## src/rtl/pong_pkg.sv

```systemverilog
// Shared constants for the pong game controller: FSM encodings and BCD helpers.
package pong_pkg;

    // Width of one BCD score digit.
    localparam int unsigned DigW = 4;

    typedef logic [DigW-1:0] bcd_t;

    // FSM state encodings (also exported on the debug state port).
    localparam logic [1:0] StNewgame = 2'd0;
    localparam logic [1:0] StPlay    = 2'd1;
    localparam logic [1:0] StNewball = 2'd2;
    localparam logic [1:0] StOver    = 2'd3;

    // Two-digit BCD increment, 99 wraps to 00. Returns {tens, units}.
    function automatic logic [2*DigW-1:0] bcd_inc(input bcd_t tens, input bcd_t units);
        bcd_t tens_n;
        bcd_t units_n;
        tens_n  = tens;
        units_n = units + DigW'(1);
        if (units == DigW'(9)) begin
            units_n = '0;
            tens_n  = (tens == DigW'(9)) ? '0 : tens + DigW'(1);
        end
        return {tens_n, units_n};
    endfunction

endpackage

```

## src/rtl/pong_ctrl_timer.sv

```systemverilog
// Loadable frame-tick down-counter used for the post-miss and game-over waits.
module pong_ctrl_timer #(
    parameter int unsigned WAIT_TICKS = 120
) (
    input  logic clk,
    input  logic reset,     // asynchronous, active low
    input  logic load,      // reload to WAIT_TICKS-1 this cycle
    input  logic tick,      // one pulse per video frame
    output logic expired
);

    // WAIT_TICKS of 1 would give a zero-width counter; keep at least one bit.
    localparam int unsigned CntW = (WAIT_TICKS > 1) ? $clog2(WAIT_TICKS) : 1;
    localparam logic [CntW-1:0] LoadVal = CntW'(WAIT_TICKS - 1);
    localparam logic [CntW-1:0] CntOne  = CntW'(1);

    logic [CntW-1:0] count_d, count_q;

    // Next count: load wins, otherwise decrement on a frame tick, saturating at zero.
    always_comb begin
        count_d = count_q;
        if (load) begin
            count_d = LoadVal;
        end else if (tick && (count_q != '0)) begin
            count_d = count_q - CntOne;
        end
    end

    // Counter register.
    always_ff @(posedge clk or negedge reset) begin
        if (!reset) begin
            count_q <= '0;
        end else begin
            count_q <= count_d;
        end
    end

    // A load in flight masks the stale zero left from the previous wait.
    assign expired = (count_q == '0) && !load;

endmodule

```

## src/rtl/pong_ctrl.sv

```systemverilog
// Pong game controller: game-flow FSM, BCD score keeping and ball bookkeeping.
module pong_ctrl
    import pong_pkg::*;
#(
    parameter int unsigned BALLS      = 3,
    parameter int unsigned WAIT_TICKS = 120
) (
    input  logic            clk,
    input  logic            reset,      // asynchronous, active low
    input  logic            refr_tick,
    input  logic [1:0]      btn,
    input  logic            hit,
    input  logic            miss,
    output logic            gra_still,
    output logic [3:0]      text_en,    // {score, logo, rule, over}
    output logic [DigW-1:0] dig1,
    output logic [DigW-1:0] dig0,
    output logic [1:0]      ball,
    output logic [1:0]      state
);

    localparam logic [1:0] BallInit = 2'(BALLS - 1);

    logic [1:0] state_d, state_q;
    logic [1:0] ball_d, ball_q;
    bcd_t       dig1_d, dig1_q;
    bcd_t       dig0_d, dig0_q;
    logic       tmr_load;
    logic       tmr_expired;

    pong_ctrl_timer #(
        .WAIT_TICKS(WAIT_TICKS)
    ) u_timer (
        .clk     (clk),
        .reset   (reset),
        .load    (tmr_load),
        .tick    (refr_tick),
        .expired (tmr_expired)
    );

    // Game-flow next state, score and ball count.
    always_comb begin
        state_d  = state_q;
        ball_d   = ball_q;
        dig1_d   = dig1_q;
        dig0_d   = dig0_q;
        tmr_load = 1'b0;
        case (state_q)
            StNewgame: begin
                ball_d = BallInit;
                dig1_d = '0;
                dig0_d = '0;
                if (btn != 2'b00) begin
                    state_d = StPlay;
                end
            end
            StPlay: begin
                // A hit and a miss in the same cycle both take effect.
                if (hit) begin
                    {dig1_d, dig0_d} = bcd_inc(dig1_q, dig0_q);
                end
                if (miss) begin
                    tmr_load = 1'b1;
                    if (ball_q == 2'd0) begin
                        state_d = StOver;
                    end else begin
                        state_d = StNewball;
                        ball_d  = ball_q - 2'd1;
                    end
                end
            end
            StNewball: begin
                if (tmr_expired && (btn != 2'b00)) begin
                    state_d = StPlay;
                end
            end
            StOver: begin
                if (tmr_expired) begin
                    state_d = StNewgame;
                    ball_d  = BallInit;
                    dig1_d  = '0;
                    dig0_d  = '0;
                end
            end
            default: begin
                state_d = StNewgame;
            end
        endcase
    end

    // State, score and ball registers.
    always_ff @(posedge clk or negedge reset) begin
        if (!reset) begin
            state_q <= StNewgame;
            ball_q  <= BallInit;
            dig1_q  <= '0;
            dig0_q  <= '0;
        end else begin
            state_q <= state_d;
            ball_q  <= ball_d;
            dig1_q  <= dig1_d;
            dig0_q  <= dig0_d;
        end
    end

    // Outputs depend on registered state only.
    always_comb begin
        gra_still = (state_q != StPlay);
        text_en   = {1'b1, (state_q == StNewgame), (state_q == StNewgame), (state_q == StOver)};
        dig1      = dig1_q;
        dig0      = dig0_q;
        ball      = ball_q;
        state     = state_q;
    end

endmodule

```

## config.mk

```make
export PLATFORM = sky130hd
export DESIGN_NAME = pong_ctrl
export DESIGN_NICKNAME = d
export VERILOG_FILES = /design/src/rtl/pong_pkg.sv /design/src/rtl/pong_ctrl_timer.sv /design/src/rtl/pong_ctrl.sv
export SDC_FILE = /design/constraint.sdc
export NUM_CORES = 1
export LEC_CHECK = 0
export ABC_AREA = 0
export BUFFER_PORTS_ARGS = -buffer_cell sky130_fd_sc_hd__buf_4
export CAP_MARGIN = 25
export CORE_UTILIZATION = 56
export CTS_BUF_LIST = sky130_fd_sc_hd__clkbuf_4 sky130_fd_sc_hd__clkbuf_8
export DETAILED_ROUTE_END_ITERATION = 12
export PLACE_DENSITY = 0.84
export SLEW_MARGIN = 15
export SYNTH_ARGS = -nofsm -noshare
export SYNTH_HDL_FRONTEND = slang
export SYNTH_SLANG_ARGS = --single-unit
```

## constraint.sdc

```tcl
create_clock -name clk -period 2.6 [get_ports clk]
set_input_delay 0.52 -clock clk [delete_from_list [all_inputs] [get_ports clk]]
set_output_delay 0.52 -clock clk [all_outputs]
set_load 0.05 [all_outputs]
```

==> results.rst, run 1 <==
.. list-table::
   :header-rows: 1

   * - Metric
     - Value
   * - Status
     - complete, no violations
   * - Total of buffers placed on input and output ports
     - 22
   * - Total power of the final layout
     - 1380 uW
   * - Top cells by area in the synthesized netlist
     - sky130_fd_sc_hd__dfrtp_1 39%, sky130_fd_sc_hd__ha_1 7.6%, sky130_fd_sc_hd__nand2_1 3.9%
   * - CTS Buffer Depth
     - 2
   * - Adder-cell share of the synthesized area
     - 0.0757
   * - Final worst clock skew
     - 0.0105 ns
   * - Post-synth EDFFs
     - 0
   * - Netlist area before placement
     - 1160 sq um
   * - Filler cell count
     - 160
   * - Final setup viols
     - 0
   * - Yosys warns
     - 0
   * - Number of buffers added by the clock tree synthesis step
     - 3
   * - Total of cells resized after clock tree synthesis
     - 0
   * - H-Tree Depth
     - 1
   * - Total number of clock tree sinks
     - 19
   * - Initial antenna violation count
     - 0
   * - Number of top-level design ports
     - 24
   * - Storage element area
     - 477 sq um
   * - Pin count of the biggest net entering global routing
     - 20
   * - Remaining max-slew budget at the tightest pin
     - 0.664
   * - Fraction of synthesized area in multiplexers
     - 0.0281
   * - Remaining global-route overflow
     - 0
   * - Power per cell area
     - 1020 nW/um^2
   * - Final total negative setup slack
     - 0 ns
   * - Worst IR drop on VDD
     - 0.608 mV
   * - Buffers inserted by post-CTS timing repair
     - 0
   * - DRC viols
     - 0
   * - Die Footprint
     - 2250 sq um
   * - Time the worst path needs with I/O delays and setup
     - 2.31 ns
   * - Count of TritonRoute iterations in the first routing pass
     - 4
   * - Final hold violation count
     - 0
   * - Pin slew with the least headroom to its limit
     - 0.499 ns
   * - Multi-input combinational cell area
     - 616 sq um
   * - Worst EP arrival
     - 2.51 ns
   * - Total of hold buffers inserted after clock tree synthesis
     - 0
   * - Root Driver
     - sky130_fd_sc_hd__clkbuf_4
   * - Starting density of the core
     - 0.590
   * - Proportion of register bits with asynchronous set or reset after synthesis
     - 1.00
   * - Primary flip-flop cell chosen by synthesis mapping
     - sky130_fd_sc_hd__dfrtp_1
   * - Die X
     - 47.5 microns
   * - Worst min path class
     - primary input to asynchronous set/reset pin
   * - Via density per instance
     - 5.67
   * - Final RePlAce weighted congestion
     - 0.918
   * - Die Y-Extent
     - 47.5 microns
   * - Final net count
     - 160
   * - Portion of the post-synthesis area used by sequential elements
     - 0.412
   * - Final Routed Wirelength
     - 2.40 mm
   * - Number of instances in the synthesized netlist
     - 123
   * - Setup repair after global routing missed its margin
     - no
   * - Parity-gate share of the synthesized area counting xor and xnor cells
     - 0.0454
   * - Post-synthesis average cell area
     - 9.41 sq um
   * - Post-Synth Simple-Gate Area
     - 0.202
   * - Yosys reg bits
     - 19
   * - Count of different cell masters after synthesis
     - 44
   * - Area share of the leading cell type in the synthesized netlist
     - 0.389
   * - Routed via count
     - 975
   * - Compound-cell area share of the yosys netlist
     - 0.177
   * - Clock-pin slew reported for the worst setup and hold paths after clock tree synthesis
     - 0.12 ns
   * - Pleak
     - 0.000634 uW
   * - Fin crit share
     - 0.890
   * - Routed wire length per instance
     - 14.0 microns
   * - Critical Path RT
     - 2.79 ns
   * - Layout overhead on the synthesized area
     - 17.5%
   * - Largest family of logic cells by synthesized area
     - simple AND/OR/NAND/NOR gates
   * - CP Class
     - register to register
   * - Std cell rows
     - 16
   * - Commonest cells after routing, fill and taps aside
     - 22 x sky130_fd_sc_hd__buf_4, 18 x sky130_fd_sc_hd__dfrtp_1, 12 x sky130_fd_sc_hd__nand2_1
   * - Sort of element at the end of the critical path
     - register
   * - Library cell occupying the most area in the post-synthesis netlist
     - sky130_fd_sc_hd__dfrtp_1
   * - Area of the core region
     - 1960 sq um
   * - Total track usage
     - 0.233
   * - Final antenna-violating net count
     - 0
   * - Via count of the first global-routing pass
     - 857
   * - Commonest non-fill, non-tap cell in the layout
     - sky130_fd_sc_hd__buf_4
   * - Ratio of cells with drive above 1 in the final layout
     - 0.241
   * - Final Max Tran Viols
     - 0
   * - Peak clock frequency supported by timing
     - 432 MHz
   * - Worst-Skew Late Latency
     - 0.30 ns
   * - Detailed Place HPWL
     - 1.79 mm
   * - Post-Syn Nets
     - 137
   * - DR iter-0 viols
     - 12
   * - Global-route wire length before repair
     - 3.59 mm
   * - Maximum capacitance violations
     - 0
   * - Total inserted antenna cells
     - 0
   * - Crit path max fanout
     - 9
   * - Clock tree from TritonCTS
     - done
   * - Setup crit start kind
     - register
[stage by stage]
step	cells	hold slack, ns	setup WS [ns]	instance area, sq um	util
2_1_floorplan	123	0.224	0.369	1160	-
3_3_place_gp	168	0.405	0.399	1330	0.679
3_5_place_dp	168	0.413	0.303	1330	0.679
4_1_cts	172	0.0720	0.301	1360	0.693
5_1_grt	172	0.0791	0.215	1360	0.693
6_report	172	0.0739	0.287	1360	0.693
[cell usage after synthesis (all sizes together) (3+ instances only)]
cell type and n:
buf 3, o22ai 3, nor3 5, nor2 6, nand2b 3, ha 7
dfrtp 18, inv 11, o21ai 10, nand2 12, nand4 3, xor2 4
o211ai 3
[layout make-up]
class / instances / area share
multi-input combinational: 89 / 0.453
sequential: 19 / 0.351
inverter: 11 / 0.0304
clock buffer: 3 / 0.0166
timing repair buffer: 22 / 0.121
tap: 27 / 0.0248
clock inverter: 1 / 0.00368
[layer usage]
layer / global-route usage / vias to the layer above / share of wire
met3: 0.0340 / 2 / 0.025
met5: 0 / - / 0
met4: 0.0857 / 0 / 0.0054
li1: - / 477 / -
met2: 0.386 / 20 / 0.50
met1: 0.310 / 476 / 0.47
[final timing paths]
kind | from | end | slack (ns) | cells past startpoint
setup / recovery | u_timer.count_q[0] | dig1[1] | 0.29 | 6
hold / removal | reset | dig1[2] | 0.07 | 1
setup reg to reg | u_timer.count_q[0] | dig1[1] | 0.29 | 6
hold reg to reg | ball[1] | ball[1] | 0.53 | 1
max in group asynchronous | reset | ball[1] | 2.25 | 1
min in group clk | miss | u_timer.count_q[3] | 0.41 | 2
[registers in the layout, indices dropped and copies added (netlist names)]
register	flops
state	2
dig0	4
u_timer.count_q	7
dig1	4
ball	2
[power by group]
part	leakage (uW)	internal, uW	switching (uW)
Combinational	0.000383	254	484
Clock	0.0000177	57.2	92.1
Sequential	0.000233	387	109
Total	0.000634	699	685
[worst max-delay path, stage by stage, from the launching register on]
cell,delay (ns)
sky130_fd_sc_hd__dfrtp_1,0.39
sky130_fd_sc_hd__inv_1,0.11
sky130_fd_sc_hd__ha_1,0.16
sky130_fd_sc_hd__or4b_1,0.60
sky130_fd_sc_hd__or3_4,0.41
sky130_fd_sc_hd__a21boi_2,0.20
sky130_fd_sc_hd__mux2_1,0.33
[logic make-up after synthesis]
| family | count (synthesis) |
|---|---|
| muxes | 3 |
| AOI/OAI and AO/OA | 30 |
| buffers and inverters | 15 |
| and+or+nand+nor | 42 |
| DFF | 19 |
| xor gates and xnor gates | 6 |
| other | 1 |
| adders and majority gates | 7 |
No activity file was read; power rests on OpenSTA's default activity.
==> run 2, diff against run 1 <==
--- a/config.mk
+++ b/config.mk
@@ -8,10 +8,11 @@
 export ABC_AREA = 0
 export BUFFER_PORTS_ARGS = -buffer_cell sky130_fd_sc_hd__buf_4
 export CAP_MARGIN = 25
+export CORE_ASPECT_RATIO = 0.9
 export CORE_UTILIZATION = 56
 export CTS_BUF_LIST = sky130_fd_sc_hd__clkbuf_4 sky130_fd_sc_hd__clkbuf_8
 export DETAILED_ROUTE_END_ITERATION = 12
-export PLACE_DENSITY = 0.84
+export PLACE_DENSITY = 0.81
 export SLEW_MARGIN = 15
 export SYNTH_ARGS = -nofsm -noshare
 export SYNTH_HDL_FRONTEND = slang
==> results.rst, run 2 (synthesis results as in run 1) <==
.. list-table::
   :header-rows: 1

   * - Metric
     - Value
   * - CTS Buffer Depth
     - 2
   * - Area of the core region
     - 1930 sq um
   * - Register with the most flip-flops
     - u_timer.count_q
   * - Detailed Place HPWL
     - 1.77 mm
   * - Buffers inserted by post-CTS timing repair
     - 0
   * - Ratio of cells with drive above 1 in the final layout
     - 0.241
   * - Pin count of the biggest net entering global routing
     - 20
   * - Met2 layer usage reported by global route
     - 0.365
   * - Storage element area
     - 477 sq um
   * - Clock-pin slew reported for the worst setup and hold paths after clock tree synthesis
     - 0.11 ns
   * - Power per cell area
     - 1010 nW/um^2
   * - Std cell rows
     - 15
   * - Worst IR drop on VDD
     - 0.848 mV
   * - Pleak
     - 0.000634 uW
   * - DR iter-0 viols
     - 26
   * - Sort of element at the end of the critical path
     - register
   * - Total inserted antenna cells
     - 0
   * - Total number of clock tree sinks
     - 19
   * - Slack of the worst reg-to-reg path
     - 0.31 ns
   * - Status
     - complete, no violations
   * - Filler cell count
     - 154
   * - Multi-input combinational cell area
     - 616 sq um
   * - Crit path max fanout
     - 9
   * - Via density per instance
     - 5.72
   * - DP Cell Count
     - 166
   * - Die X
     - 49.9 microns
   * - Fin crit share
     - 0.881
   * - Worst EP arrival
     - 2.47 ns
   * - Commonest cells after routing, fill and taps aside
     - 22 x sky130_fd_sc_hd__buf_4, 18 x sky130_fd_sc_hd__dfrtp_1, 12 x sky130_fd_sc_hd__nand2_1
   * - Worst min path class
     - primary input to asynchronous set/reset pin
   * - Number of flip-flops under the largest register name
     - 7
   * - Global-route layer with the greatest usage
     - met2
   * - Capture instance of the worst register-to-register path
     - dig1[1]
   * - Total of hold buffers inserted after clock tree synthesis
     - 0
   * - Number of buffers added by the clock tree synthesis step
     - 3
   * - Remaining global-route overflow
     - 0
   * - Time the worst path needs with I/O delays and setup
     - 2.29 ns
   * - Met3 track demand over resource
     - 0.0202
   * - Total power of the final layout
     - 1380 uW
   * - Final net count
     - 160
   * - Total of buffers placed on input and output ports
     - 22
   * - Die Footprint
     - 2250 sq um
   * - Maximum capacitance violations
     - 0
   * - Final standard cell count with taps included and fillers excluded
     - 170
   * - Routed wire length per instance
     - 13.9 microns
   * - H-Tree Depth
     - 1
   * - Final Routed Wirelength
     - 2.36 mm
   * - Peak clock frequency supported by timing
     - 437 MHz
   * - Setup repair after global routing missed its margin
     - no
   * - Via count of the first global-routing pass
     - 875
   * - Commonest non-fill, non-tap cell in the layout
     - sky130_fd_sc_hd__buf_4
   * - Starting density of the core
     - 0.599
   * - Routed via count
     - 972
   * - DRC viols
     - 0
   * - Final setup viols
     - 0
   * - Root Driver
     - sky130_fd_sc_hd__clkbuf_4
   * - Setup crit start kind
     - register
   * - Met1 routing resource usage after global routing
     - 0.303
   * - Total track usage
     - 0.221
   * - Final antenna-violating net count
     - 0
   * - Worst Reg-to-Reg Cells
     - 6
   * - Final hold violation count
     - 0
   * - Critical Path RT
     - 2.78 ns
   * - Global-route wire length before repair
     - 3.77 mm
   * - Final RePlAce weighted congestion
     - 0.888
   * - Final worst clock skew
     - 0.00973 ns
   * - R2r startpoint
     - u_timer.count_q[0]
   * - Count of TritonRoute iterations in the first routing pass
     - 4
   * - Final Max Tran Viols
     - 0
   * - Number of top-level design ports
     - 24
   * - Total of cells resized after clock tree synthesis
     - 0
   * - Final total negative setup slack
     - 0 ns
   * - Die Y-Extent
     - 45.1 microns
   * - Clock tree from TritonCTS
     - done
   * - Layout overhead on the synthesized area
     - 17.5%
   * - Initial antenna violation count
     - 0
   * - CP Class
     - register to register
   * - Worst-Skew Late Latency
     - 0.29 ns
[run 2: changes by cell type in the layout (fill, tap and decap cells not counted), sizes merged]
| cell | before | now |
|---|---|---|
| clkbuf | 3 | 4 |
| clkinv | 1 | 0 |
[run 2: routing by layer]
layer	wire [microns]	part of all wire	up-vias
li1	-	-	482
met1	1200	0.51	471
met2	1080	0.46	17
met3	59	0.025	2
met4	14	0.0059	0
met5	0	0	-
[run 2: layout make-up]
type | instances | area share
multi-input cells | 89 | 0.453
flip-flops and latches | 19 | 0.351
well taps | 25 | 0.0230
clock buffers | 4 | 0.0221
inverters | 11 | 0.0304
repair buffers | 22 | 0.121
[run 2: per-stage QoR]
stage          utilization  hold WS, ns  area (sq um)  setup slack [ns]
3_5_place_dp         0.688        0.407          1330             0.349
5_1_grt              0.704       0.0884          1360             0.217
4_1_cts              0.704       0.0792          1360             0.320
3_3_place_gp         0.688        0.405          1330             0.389
6_report             0.704       0.0781          1360             0.310
2_1_floorplan            -        0.224          1160             0.369
[run 2: worst max-delay path by stage]
stage	startpoint	end	cells past startpoint
final	u_timer.count_q[0]	dig1[1]	6
after CTS	u_timer.count_q[0]	dig1[1]	6
after floorplan	state[0]	text_en[2]	2
after global routing	u_timer.count_q[0]	dig1[1]	6
after detailed placement	u_timer.count_q[0]	dig1[1]	6
after global placement	u_timer.count_q[0]	dig1[1]	6
[run 2: power by group]
group	switching, uW	internal, uW	leakage (uW)
sequential	108	387	0.000233
clock	87.8	70.0	0.0000184
combinational	474	251	0.000383
[run 2: critical path: stages (launching register included)]
cell	delay, ns
sky130_fd_sc_hd__dfrtp_1	0.39
sky130_fd_sc_hd__inv_1	0.11
sky130_fd_sc_hd__ha_1	0.14
sky130_fd_sc_hd__or4b_1	0.59
sky130_fd_sc_hd__or3_4	0.41
sky130_fd_sc_hd__a21boi_2	0.19
sky130_fd_sc_hd__mux2_1	0.34
==> run 3, diff against run 2 <==
--- a/config.mk
+++ b/config.mk
@@ -10,7 +10,7 @@
 export CAP_MARGIN = 25
 export CORE_ASPECT_RATIO = 0.9
 export CORE_UTILIZATION = 56
-export CTS_BUF_LIST = sky130_fd_sc_hd__clkbuf_4 sky130_fd_sc_hd__clkbuf_8
+export CTS_BUF_LIST = sky130_fd_sc_hd__clkbuf_8
 export DETAILED_ROUTE_END_ITERATION = 12
 export PLACE_DENSITY = 0.81
 export SLEW_MARGIN = 15
==> results.rst, run 3 (synthesis results as in run 1) <==
.. list-table::
   :header-rows: 1

   * - Metric
     - Value
   * - Worst min path class
     - primary input to asynchronous set/reset pin
   * - Commonest cells after routing, fill and taps aside
     - 22 x sky130_fd_sc_hd__buf_4, 18 x sky130_fd_sc_hd__dfrtp_1, 12 x sky130_fd_sc_hd__inv_1, 12 x sky130_fd_sc_hd__nand2_1, 8 x sky130_fd_sc_hd__o21ai_0
   * - Clock tree from TritonCTS
     - done
   * - Detailed Place HPWL
     - 1.77 mm
   * - Worst-path cell with the longest stage delay
     - sky130_fd_sc_hd__or4b_1
   * - DR iter-0 viols
     - 30
   * - Final hold violation count
     - 0
   * - Register with the most flip-flops
     - u_timer.count_q
   * - Std cell rows
     - 15
   * - Starting density of the core
     - 0.599
   * - Final Core Density
     - 0.711
   * - Total number of clock tree sinks
     - 19
   * - Buffers inserted by post-CTS timing repair
     - 0
   * - Time the worst path needs with I/O delays and setup
     - 2.29 ns
   * - Worst-Skew Late Latency
     - 0.25 ns
   * - DRC viols
     - 0
   * - Crit path max fanout
     - 9
   * - Setup crit start kind
     - register
   * - Via count of the first global-routing pass
     - 876
   * - Critical path buffers and inverters
     - 1
   * - Total of buffers placed on input and output ports
     - 22
   * - Die Footprint
     - 2250 sq um
   * - Internal Power
     - 744 uW
   * - Total track usage
     - 0.223
   * - Final total negative setup slack
     - 0 ns
   * - Filler cell count
     - 149
   * - Die X
     - 49.9 microns
   * - CP Class
     - register to register
   * - Number of flip-flops under the largest register name
     - 7
   * - Routed via count
     - 963
   * - Combinational share of power
     - 0.512
   * - Final setup viols
     - 0
   * - Layout overhead on the synthesized area
     - 18.8%
   * - Clock network fraction of design power
     - 0.140
   * - Peak clock frequency supported by timing
     - 437 MHz
   * - Worst EP arrival
     - 2.42 ns
   * - Pleak
     - 0.000643 uW
   * - CTS Buffer Depth
     - 2
   * - Area of the core region
     - 1930 sq um
   * - Pin count of the biggest net entering global routing
     - 20
   * - Worst IR drop on VDD
     - 0.881 mV
   * - Count of TritonRoute iterations in the first routing pass
     - 4
   * - Top delay family on crit path
     - simple AND/OR/NAND/NOR gates
   * - Worst Setup Slack, final
     - 0.313 ns
   * - Routed wire length per instance
     - 13.7 microns
   * - Met3 track demand over resource
     - 0.0303
   * - Total inserted antenna cells
     - 0
   * - Number of buffers added by the clock tree synthesis step
     - 3
   * - Global-route wire length before repair
     - 3.78 mm
   * - Fin crit share
     - 0.879
   * - Global-route layer with the greatest usage
     - met2
   * - Final standard cell count with taps included and fillers excluded
     - 170
   * - Initial antenna violation count
     - 0
   * - Power per cell area
     - 1030 nW/um^2
   * - Final net count
     - 160
   * - Portion of total power attributed to sequential cells
     - 0.349
   * - Met1 routing resource usage after global routing
     - 0.303
   * - Met2 layer usage reported by global route
     - 0.365
   * - Status
     - complete, no violations
   * - Sort of element at the end of the critical path
     - register
   * - Slack of the worst reg-to-reg path
     - 0.31 ns
   * - Final RePlAce weighted congestion
     - 0.888
   * - H-Tree Depth
     - 1
   * - Number of top-level design ports
     - 24
   * - Total of hold buffers inserted after clock tree synthesis
     - 0
   * - Total of cells resized after clock tree synthesis
     - 0
   * - Psw
     - 673 uW
   * - Total power of the final layout
     - 1420 uW
   * - Remaining global-route overflow
     - 0
   * - Critical Path RT
     - 2.73 ns
   * - Final worst clock skew
     - 0.00704 ns
   * - Maximum single-stage delay on the critical path
     - 0.59 ns
   * - Pre-CTS setup slack
     - 0.349 ns
   * - Root Driver
     - sky130_fd_sc_hd__clkbuf_8
   * - Ratio of cells with drive above 1 in the final layout
     - 0.234
   * - Setup repair after global routing missed its margin
     - no
   * - Die Y-Extent
     - 45.1 microns
   * - Sw frac
     - 0.475
   * - Clock-pin slew reported for the worst setup and hold paths after clock tree synthesis
     - 0.07 ns
   * - Commonest non-fill, non-tap cell in the layout
     - sky130_fd_sc_hd__buf_4
   * - Final Max Tran Viols
     - 0
   * - Final antenna-violating net count
     - 0
   * - Maximum capacitance violations
     - 0
   * - Via density per instance
     - 5.66
   * - Crit-path cells
     - inv_1 -> ha_1 -> or4b_1 -> or3_4 -> a21boi_2 -> mux2_1
   * - DP Cell Count
     - 166
   * - Final Routed Wirelength
     - 2.32 mm
[run 3: changes by cell type in the layout (fill, tap and decap cells not counted), sizes merged]
cell / delta
clkbuf: -1
inv: +1
[run 3: worst paths after layout]
check	cells after the start	from	to
max in group asynchronous	1	reset	ball[1]
min	1	reset	u_timer.count_q[6]
max	6	u_timer.count_q[0]	dig1[1]
min in group clk	2	miss	u_timer.count_q[3]
max reg2reg	6	u_timer.count_q[0]	dig1[1]
min reg2reg	2	u_timer.count_q[6]	u_timer.count_q[6]
[run 3: per-stage QoR]
step | area, sq um | hold WS (ns)
after floorplan | 1160 | 0.224
after global placement | 1330 | 0.405
after detailed placement | 1330 | 0.407
after CTS | 1380 | 0.134
after global routing | 1380 | 0.145
final | 1380 | 0.129
[run 3: power by group through the flow]
stage | Combinational [uW] | Sequential [uW] | Clock, uW
2_1_floorplan | 431 | 603 | 0
3_3_place_gp | 710 | 491 | 0
3_5_place_dp | 725 | 498 | 0
4_1_cts | 728 | 492 | 204
5_1_grt | 779 | 508 | 213
6_report | 725 | 494 | 198
[run 3: per-layer routing]
metal / share of wire / wire, microns
met1: 0.50 / 1160
met2: 0.46 / 1070
met3: 0.031 / 72
met4: 0.0043 / 10
met5: 0 / 0
[run 3: layout make-up]
| type | instances | area, sq um | share of cell area |
|---|---|---|---|
| multi-input cells | 89 | 616 | 0.448 |
| flip-flops and latches | 19 | 477 | 0.347 |
| clock inverters | 1 | 3.75 | 0.00273 |
| repair buffers | 22 | 165 | 0.120 |
| inverters | 11 | 41.3 | 0.0300 |
| clock buffers | 3 | 41.3 | 0.0300 |
| well taps | 25 | 31.3 | 0.0227 |
